**config.mk**
```make
export PLATFORM = sky130hd
export DESIGN_NAME = dcache_msi_flat
export DESIGN_NICKNAME = d
export VERILOG_FILES = /design/src/rtl/cpu_types_pkg.sv /design/src/rtl/dcache_msi_if.sv /design/src/rtl/dcache_array.sv /design/src/rtl/dcache_msi.sv /design/src/flat_wrapper.sv
export SDC_FILE = /design/constraint.sdc
export NUM_CORES = 2
export LEC_CHECK = 0
export BUFFER_PORTS_ARGS = -buffer_cell sky130_fd_sc_hd__buf_2
export CORE_MARGIN = 8
export CORE_UTILIZATION = 57
export DETAILED_ROUTE_END_ITERATION = 7
export GPL_TIMING_DRIVEN = 0
export HOLD_SLACK_MARGIN = 0.15
export PLACE_DENSITY = 0.74
export SYNTH_ARGS = -nofsm -noshare
export SYNTH_HDL_FRONTEND = slang
export SYNTH_SLANG_ARGS = --single-unit
```
**constraint.sdc**
```tcl
create_clock -name CLK -period 14.1 [get_ports CLK]
set_input_delay 2.82 -clock CLK [delete_from_list [all_inputs] [get_ports CLK]]
set_output_delay 2.82 -clock CLK [all_outputs]
set_load 0.02 [all_outputs]
```
**src/rtl/cpu_types_pkg.sv**
```systemverilog
// Shared data-cache types: address fields, line storage record and MSI line state.
package cpu_types_pkg;

  localparam int WORD_W = 32;
  localparam int TAG_W  = 25;
  localparam int IDX_W  = 4;
  localparam int SETS   = 16;

  typedef enum logic [1:0] {
    LS_I = 2'd0,
    LS_S = 2'd1,
    LS_M = 2'd2
  } line_state_t;

  typedef struct packed {
    logic [TAG_W-1:0] tag;
    logic [IDX_W-1:0] idx;
    logic             blkoff;
    logic [1:0]       bytoff;
  } dcachef_t;

  typedef struct packed {
    logic                       valid;
    logic                       dirty;
    logic [TAG_W-1:0]           tag;
    logic [1:0][WORD_W-1:0]     data;
  } dline_t;

  function automatic line_state_t line_state(input dline_t l);
    if (!l.valid) return LS_I;
    if (l.dirty)  return LS_M;
    return LS_S;
  endfunction

endpackage

```
**src/rtl/dcache_msi_if.sv**
```systemverilog
// Datapath, memory-controller and coherence signals of the MSI data cache.
interface dcache_msi_if;
  logic        dmemREN, dmemWEN;
  logic [31:0] dmemaddr, dmemstore, dmemload;
  logic        dhit;
  logic        dREN, dWEN;
  logic [31:0] daddr, dstore, dload;
  logic        dwait;
  logic        cctrans, ccwrite, ccwait, ccinv;
  logic [31:0] ccsnoopaddr;

  modport slave (
    input  dmemREN, dmemWEN, dmemaddr, dmemstore, dload, dwait, ccwait, ccinv, ccsnoopaddr,
    output dmemload, dhit, dREN, dWEN, daddr, dstore, cctrans, ccwrite
  );

  modport master (
    output dmemREN, dmemWEN, dmemaddr, dmemstore, dload, dwait, ccwait, ccinv, ccsnoopaddr,
    input  dmemload, dhit, dREN, dWEN, daddr, dstore, cctrans, ccwrite
  );
endinterface

```
**src/rtl/dcache_array.sv**
```systemverilog
// Line storage for the direct-mapped cache: one whole-line write port,
// combinational read ports for the datapath and the snoop side.
module dcache_array
  import cpu_types_pkg::*;
(
  input  logic             CLK,
  input  logic             nRST,
  input  logic             we,
  input  logic [IDX_W-1:0] widx,
  input  dline_t           wline,
  input  logic [IDX_W-1:0] ridx,
  output dline_t           rline,
  input  logic [IDX_W-1:0] sidx,
  output dline_t           sline
);

  dline_t lines [SETS];

  always_ff @(posedge CLK or negedge nRST) begin
    if (!nRST) begin
      for (int i = 0; i < SETS; i++) lines[i] <= '0;
    end else if (we) begin
      lines[widx] <= wline;
    end
  end

  assign rline = lines[ridx];
  assign sline = lines[sidx];

endmodule

```
**src/rtl/dcache_msi.sv**
```systemverilog
// Direct-mapped write-back data cache with MSI snooping.
// Optional hit counter output enabled by DCACHE_HITCNT_EN.
//
// state  | meaning
// IDLE   | serve hits, dispatch misses/upgrades, accept snoops
// WB0    | write back victim word 0
// WB1    | write back victim word 1
// FETCH0 | fetch word 0 (bus read or read-exclusive)
// FETCH1 | fetch word 1, install line
// SNOOP  | answer a snoop until ccwait drops
module dcache_msi
  import cpu_types_pkg::*;
(
  input  logic         CLK,
  input  logic         nRST,
  dcache_msi_if.slave  dif
`ifdef DCACHE_HITCNT_EN
  ,
  output logic [31:0]  hitcnt
`endif
);

  localparam logic [2:0] IDLE   = 3'd0;
  localparam logic [2:0] WB0    = 3'd1;
  localparam logic [2:0] WB1    = 3'd2;
  localparam logic [2:0] FETCH0 = 3'd3;
  localparam logic [2:0] FETCH1 = 3'd4;
  localparam logic [2:0] SNOOP  = 3'd5;

  logic [2:0]       state, next_state;
  logic [31:0]      fetch_w0;
  dcachef_t         a, sa;
  dline_t           rline, sline, wline;
  logic             we;
  logic [IDX_W-1:0] widx;
  logic             req, is_store, hit, shit;
  line_state_t      rstate, sstate;
  logic             unused_bytoff;

  assign a        = dcachef_t'(dif.dmemaddr);
  assign sa       = dcachef_t'(dif.ccsnoopaddr);
  assign unused_bytoff = ^{a.bytoff, sa.bytoff};
  assign is_store = dif.dmemWEN;
  assign req      = dif.dmemREN | dif.dmemWEN;
  assign hit      = rline.valid && (rline.tag == a.tag);
  assign shit     = sline.valid && (sline.tag == sa.tag);
  assign rstate   = line_state(rline);
  assign sstate   = line_state(sline);

  dcache_array u_array (
    .CLK   (CLK),
    .nRST  (nRST),
    .we    (we),
    .widx  (widx),
    .wline (wline),
    .ridx  (a.idx),
    .rline (rline),
    .sidx  (sa.idx),
    .sline (sline)
  );

  always_ff @(posedge CLK or negedge nRST) begin
    if (!nRST) begin
      state    <= IDLE;
      fetch_w0 <= '0;
    end else begin
      state <= next_state;
      if (state == FETCH0 && !dif.dwait) fetch_w0 <= dif.dload;
    end
  end

  always_comb begin
    next_state   = state;
    we           = 1'b0;
    widx         = a.idx;
    wline        = rline;
    dif.dhit     = 1'b0;
    dif.dmemload = '0;
    dif.dREN     = 1'b0;
    dif.dWEN     = 1'b0;
    dif.daddr    = '0;
    dif.dstore   = '0;
    dif.cctrans  = 1'b0;
    dif.ccwrite  = 1'b0;
    case (state)
      IDLE: begin
        // Snoops win over the datapath so the bus never waits on us.
        if (dif.ccwait) begin
          next_state = SNOOP;
        end else if (req) begin
          if (hit && !is_store) begin
            dif.dhit     = 1'b1;
            dif.dmemload = rline.data[a.blkoff];
          end else if (hit && rstate == LS_M) begin
            dif.dhit                = 1'b1;
            we                      = 1'b1;
            wline.data[a.blkoff]    = dif.dmemstore;
          end else if (!hit && rstate == LS_M) begin
            next_state = WB0;
          end else begin
            next_state = FETCH0;
          end
        end
      end
      WB0: begin
        dif.dWEN   = 1'b1;
        dif.daddr  = {rline.tag, a.idx, 1'b0, 2'b00};
        dif.dstore = rline.data[0];
        if (!dif.dwait) next_state = WB1;
      end
      WB1: begin
        dif.dWEN   = 1'b1;
        dif.daddr  = {rline.tag, a.idx, 1'b1, 2'b00};
        dif.dstore = rline.data[1];
        if (!dif.dwait) next_state = FETCH0;
      end
      FETCH0: begin
        dif.dREN    = 1'b1;
        dif.cctrans = 1'b1;
        dif.ccwrite = is_store;
        dif.daddr   = {a.tag, a.idx, 1'b0, 2'b00};
        if (!dif.dwait) next_state = FETCH1;
      end
      FETCH1: begin
        dif.dREN    = 1'b1;
        dif.cctrans = 1'b1;
        dif.ccwrite = is_store;
        dif.daddr   = {a.tag, a.idx, 1'b1, 2'b00};
        if (!dif.dwait) begin
          // Stores install as M so the pending write retires as an M hit.
          we          = 1'b1;
          wline.valid = 1'b1;
          wline.dirty = is_store;
          wline.tag   = a.tag;
          wline.data  = {dif.dload, fetch_w0};
          next_state  = IDLE;
        end
      end
      SNOOP: begin
        widx = sa.idx;
        if (shit && sstate == LS_M) begin
          dif.ccwrite = 1'b1;
          dif.dstore  = sline.data[sa.blkoff];
        end
        if (!dif.ccwait) begin
          next_state = IDLE;
          if (shit) begin
            we          = 1'b1;
            wline       = sline;
            wline.dirty = 1'b0;
            if (dif.ccinv) wline.valid = 1'b0;
          end
        end
      end
      default: next_state = IDLE;
    endcase
  end

`ifdef DCACHE_HITCNT_EN
  always_ff @(posedge CLK or negedge nRST) begin
    if (!nRST)         hitcnt <= '0;
    else if (dif.dhit) hitcnt <= hitcnt + 32'd1;
  end
`endif

endmodule

```
**src/flat_wrapper.sv**
```systemverilog
// flat-port wrapper written by rule: the top's interface ports become plain ports
module dcache_msi_flat import cpu_types_pkg::*;
  (CLK, nRST, dif_dmemREN, dif_dmemWEN, dif_dmemaddr, dif_dmemstore, dif_dload, dif_dwait, dif_ccwait, dif_ccinv, dif_ccsnoopaddr, dif_dmemload, dif_dhit, dif_dREN, dif_dWEN, dif_daddr, dif_dstore, dif_cctrans, dif_ccwrite);
  dcache_msi_if dif_i ();
  input  logic CLK;
  input  logic nRST;
  input wire logic [$bits(dif_i.dmemREN)-1:0] dif_dmemREN;
  input wire logic [$bits(dif_i.dmemWEN)-1:0] dif_dmemWEN;
  input wire logic [$bits(dif_i.dmemaddr)-1:0] dif_dmemaddr;
  input wire logic [$bits(dif_i.dmemstore)-1:0] dif_dmemstore;
  input wire logic [$bits(dif_i.dload)-1:0] dif_dload;
  input wire logic [$bits(dif_i.dwait)-1:0] dif_dwait;
  input wire logic [$bits(dif_i.ccwait)-1:0] dif_ccwait;
  input wire logic [$bits(dif_i.ccinv)-1:0] dif_ccinv;
  input wire logic [$bits(dif_i.ccsnoopaddr)-1:0] dif_ccsnoopaddr;
  output wire logic [$bits(dif_i.dmemload)-1:0] dif_dmemload;
  output wire logic [$bits(dif_i.dhit)-1:0] dif_dhit;
  output wire logic [$bits(dif_i.dREN)-1:0] dif_dREN;
  output wire logic [$bits(dif_i.dWEN)-1:0] dif_dWEN;
  output wire logic [$bits(dif_i.daddr)-1:0] dif_daddr;
  output wire logic [$bits(dif_i.dstore)-1:0] dif_dstore;
  output wire logic [$bits(dif_i.cctrans)-1:0] dif_cctrans;
  output wire logic [$bits(dif_i.ccwrite)-1:0] dif_ccwrite;
  assign dif_i.dmemREN = dif_dmemREN;
  assign dif_i.dmemWEN = dif_dmemWEN;
  assign dif_i.dmemaddr = dif_dmemaddr;
  assign dif_i.dmemstore = dif_dmemstore;
  assign dif_i.dload = dif_dload;
  assign dif_i.dwait = dif_dwait;
  assign dif_i.ccwait = dif_ccwait;
  assign dif_i.ccinv = dif_ccinv;
  assign dif_i.ccsnoopaddr = dif_ccsnoopaddr;
  assign dif_dmemload = dif_i.dmemload;
  assign dif_dhit = dif_i.dhit;
  assign dif_dREN = dif_i.dREN;
  assign dif_dWEN = dif_i.dWEN;
  assign dif_daddr = dif_i.daddr;
  assign dif_dstore = dif_i.dstore;
  assign dif_cctrans = dif_i.cctrans;
  assign dif_ccwrite = dif_i.ccwrite;
  dcache_msi u_core (.CLK(CLK), .nRST(nRST), .dif(dif_i));
endmodule
```
==> summary.md <==
The number of enable-type register cells in the synthesized netlist is 0. Leaving out filler cells and counting taps, the final layout contains 9103. For the pin with the worst max-slew slack, the measured transition is 1.71 ns. Sequential cells were found to cover 45.2% of the synthesized design area. The layout has 11100 filler cells. Once detail routing completed, the nets flagged for antenna violations numbered 0. The post-route netlist has 29.7% of its cells at a drive strength greater than 1. The final layout contains routed wiring with a total length of 404 mm.

The peak ir drop on the vdd network is 0.135 mV. The category of cells accounting for the largest share of critical-path delay is buffers and inverters. Number of storage elements in the synthesis netlist: 1491.

For this run, the share of the core covered by cells in the final layout is 64.3%. The routed length on met3 came out at 78.8 mm. The checks that failed: DRC, capacitance limit, slew limit. TritonCTS built the clock tree. The clock net in this run drives a total of 1491 sinks.

The sum of overflow across all layers after global routing was 0. For this run, the leading register cell type out of synthesis is sky130_fd_sc_hd__dfrtp_1. Setup violations remaining at the end of the flow were counted as 0. The internal portion of the total power is 9380 uW.

In the synthesized netlist the async set-or-reset flop fraction comes to 100%. For the sum of routed wire segments on met1, the log shows 133 mm. The via density per instance was 8.04; the synthesized cell area was 0.0826 sq mm. The floorplan step defined a die boundary enclosing 0.157 sq mm. In the layout the commonest cells are sky130_fd_sc_hd__dfrtp_1 (1491), sky130_fd_sc_hd__a21oi_1 (964), sky130_fd_sc_hd__o21ai_0 (946). The logs give 204 for the number of pins with negative max-slew slack in the final report and 31.3% for the clock share of power. The run gives 70500 as the number of global-route vias before repair. The run finished, with violations left. Type of element capturing the critical path: an output port. The chip width works out to 397 um.

Clock tree synthesis selected as its root buffer the cell sky130_fd_sc_hd__clkbuf_16. The first global-routing pass estimated 550 mm of wire. Wire segments on met2 add up to 157 mm in the final route.

The final-stage net count is 7155. Violation count after the first detailed-route iteration: 13900. For the initial antenna violation count, the log shows 38. STA puts the critical path data required time at 11.28 ns. The count of distinct cell types in the synthesized netlist is 71, and the clock insertion delay at the later pin of the skew report is 0.85 ns. The final design instance area without fill came out at 0.0925 sq mm. The uppermost metal layer occupied by signal nets is met5.

The clock transition at the registers of the reported paths came out at 0.06 ns. The total number of vias is 73200. The average instance in the mapped netlist occupies 12.5 sq um. The share of total power dissipated in combinational logic is 29.2%. In the global route stage, overall resource usage came out at 50.1%. The number of iterations in the first detailed-routing pass was 8. The final critical path takes up 98.0% of the cycle.

The worst setup path is of the input pin to output port kind. The clock period could shrink to 13.81 ns. For the count of mapped cells out of synthesis, the log shows 6607. In this run, placement finished with an instance count of 8753.

The total count of hold-check failures in the final report was 0; the maximum number of pins on one net before global-route repair was 162. Measured along the y axis, the die boundary spans 397 um. Power spread over the standard cell area amounts to 160 mW/mm^2. The initial standard-cell utilization of the core came out at 57.4%. The highest fanout seen on the critical path is 10, and the maximum root-to-sink buffer count is 3.

Leading cell type in the layout, fill and taps excluded: sky130_fd_sc_hd__dfrtp_1. The post-CTS setup buffer count is 0, and the average wire per cell in the routed design is 44.4 um. The tools report the post-detailed-placement cell area as 0.0866 sq mm.

In this run the power spent charging and discharging nets is 5410 uW. The area growth from synthesis to final layout was 11.9%. The worst pin sits at a relative slew slack of -14.5%. Among all stages on the critical path, the largest delay is contributed by sky130_fd_sc_hd__clkbuf_1. The tightest min-delay check is of the flip-flop to flip-flop type. The run gives 0 as the count of hold-fix buffers inserted at cts.

The critical path goes through buf_2 -> buf_2 -> buf_1 -> buf_2 -> clkbuf_1 -> mux4_2 -> nor2_1 -> a21oi_1 -> o21ai_0 -> o22ai_1 -> nand4_1 -> or3_4 -> or4_1 -> clkbuf_1 -> clkbuf_1 -> nor2_1 -> buf_2. Static timing analysis puts the maximum clock frequency at 0.0724 GHz. Setup repair after global routing left no endpoint under its margin. The logs give 0 ns for the setup TNS after final layout and 295 mm for the HPWL after detailed placement. The number of maximum-capacitance constraint violations was 22; the portion of total power attributed to sequential cells was 39.5%.

The number of buffer and inverter instances along the worst setup path is 8. The logs give 139 for the site row count and 0.0386 ns for the clock tree skew after final layout. The signal arrival time at the worst endpoint was 10.99 ns; the number of warning messages in the yosys log was 0. In this run the static leakage power is 0.0400 uW.

CTS built an H-tree with a depth of 4. The tools report the type of element launching the critical path as an input pin. The switching power share of the total works out to 36.6%. In the routed design, unresolved DRC markers number 2. The run gives 236 as the I/O pin count. The dominant cell type by count on the critical path is sky130_fd_sc_hd__buf_2. The critical path's largest stage delay is 1.18 ns, and the number of buffer cells added on primary ports is 222.

Clock tree synthesis inserted a total of 163 buffers. For the tightest hold margin, the log shows 0.507 ns. The core region is 0.144 sq mm. The tools report the post-cts resize count as 0. At the end of routability-driven placement, the weighted congestion stood at 1.11.
[state kept, by name (all words and copies together) (netlist names)]
signal / flops
u_core.fetch_w0: 32
u_core.state: 3
u_core.u_array.lines: 1456
[final timing paths]
path,startpoint,endpoint,slack (ns),depth (start not counted)
setup / recovery,dif_dmemaddr[4],dif_dmemload[28],0.29,17
hold / removal,u_core.u_array.lines[1156]$_DFFE_PN0P_,u_core.u_array.lines[1156]$_DFFE_PN0P_,0.51,1
setup reg to reg,u_core.u_array.lines[77]$_DFFE_PN0P_,u_core.u_array.lines[1235]$_DFFE_PN0P_,6.57,12
hold reg to reg,u_core.u_array.lines[1156]$_DFFE_PN0P_,u_core.u_array.lines[1156]$_DFFE_PN0P_,0.51,1
max in group asynchronous,nRST,u_core.u_array.lines[1047]$_DFFE_PN0P_,9.62,4
min in group asynchronous,nRST,u_core.u_array.lines[989]$_DFFE_PN0P_,1.98,1
[cell families (layout without fill, tap and decap cells)]
family / Yosys count / after routing / share of synthesized area [%]
other: 1 / 52 / 0.00454
and+or+nand+nor: 385 / 385 / 2.25
xor gates and xnor gates: 47 / 47 / 0.498
AOI/OAI and AO/OA: 2286 / 2286 / 15.3
DFF: 1491 / 1491 / 45.2
buffers and inverters: 761 / 1303 / 3.94
muxes: 1636 / 1636 / 32.9
[power by group through the flow]
| stage | logic (uW) | registers (uW) | clock network [uW] |
|---|---|---|---|
| 6_report | 4330 | 5850 | 4630 |
| 5_1_grt | 4370 | 5910 | 4740 |
| 4_1_cts | 4040 | 5780 | 4560 |
| 3_5_place_dp | 4010 | 5840 | 0 |
| 3_3_place_gp | 3910 | 5800 | 0 |
| 2_1_floorplan | 2480 | 5620 | 0 |
[per-stage QoR]
stage          setup WS (ns)  power (uW)
6_report               0.286       14800
5_1_grt                0.550       15000
4_1_cts                 1.09       14400
3_5_place_dp            1.11        9860
3_3_place_gp          -23.10        9700
2_1_floorplan           4.61        8100
[cell type report]
| class | count | area [sq um] | share of cell area (%) |
|---|---|---|---|
| clock inverters | 50 | 806 | 0.871 |
| plain buffers | 743 | 3230 | 3.49 |
| flip-flops and latches | 1491 | 37300 | 40.3 |
| inverters | 18 | 67.6 | 0.0731 |
| diodes | 50 | 125 | 0.135 |
| clock buffers | 245 | 4850 | 5.24 |
| repair buffers | 247 | 1640 | 1.77 |
| multi-input cells | 4356 | 42100 | 45.5 |
| well taps | 1903 | 2380 | 2.57 |
[metal layers]
layer | GRT usage (%) | vias up
li1 | - | 26400
met1 | 60.8 | 37300
met2 | 64.9 | 7537
met3 | 32.7 | 1891
met4 | 31.9 | 36
met5 | 4.62 | -
[cell usage after synthesis (5+ instances only)]
library cell                instances  area (sq um)
sky130_fd_sc_hd__a211o_1            6          52.6
sky130_fd_sc_hd__a21o_1            11          82.6
sky130_fd_sc_hd__a21oi_1          964          4820
sky130_fd_sc_hd__a221o_1            7          70.1
sky130_fd_sc_hd__a221oi_1          15           131
sky130_fd_sc_hd__a221oi_2          44           661
sky130_fd_sc_hd__a22o_1            36           315
sky130_fd_sc_hd__a22oi_1          106           796
sky130_fd_sc_hd__a31oi_1            8          50.1
sky130_fd_sc_hd__and2_1             9          56.3
sky130_fd_sc_hd__buf_1             86           323
sky130_fd_sc_hd__buf_2            170           851
sky130_fd_sc_hd__buf_4             44           330
sky130_fd_sc_hd__clkbuf_1         440          1650
sky130_fd_sc_hd__dfrtp_1         1491         37300
sky130_fd_sc_hd__inv_1             15          56.3
sky130_fd_sc_hd__mux2_1            85           957
sky130_fd_sc_hd__mux2_2           498          5610
sky130_fd_sc_hd__mux2i_1          249          2490
sky130_fd_sc_hd__mux4_2           804         18100
sky130_fd_sc_hd__nand2_1          175           657
sky130_fd_sc_hd__nand2b_1          11          68.8
sky130_fd_sc_hd__nand3_1           20           100
sky130_fd_sc_hd__nand3_2            6          60.1
sky130_fd_sc_hd__nand4_1            6          37.5
sky130_fd_sc_hd__nor2_1            85           319
sky130_fd_sc_hd__nor2b_1           10          62.6
sky130_fd_sc_hd__nor3_1            23           115
sky130_fd_sc_hd__nor3_4             8           130
sky130_fd_sc_hd__o2111ai_1          5          43.8
sky130_fd_sc_hd__o211ai_1           6          45.0
sky130_fd_sc_hd__o21ai_0          948          4740
sky130_fd_sc_hd__o21ai_1           81           405
sky130_fd_sc_hd__o22ai_1           13          81.3
sky130_fd_sc_hd__or3_1              5          31.3
sky130_fd_sc_hd__or4_1              6          45.0
sky130_fd_sc_hd__xnor2_1           29           254
sky130_fd_sc_hd__xor2_1            18           158
Power figures use the tool's default switching activity.
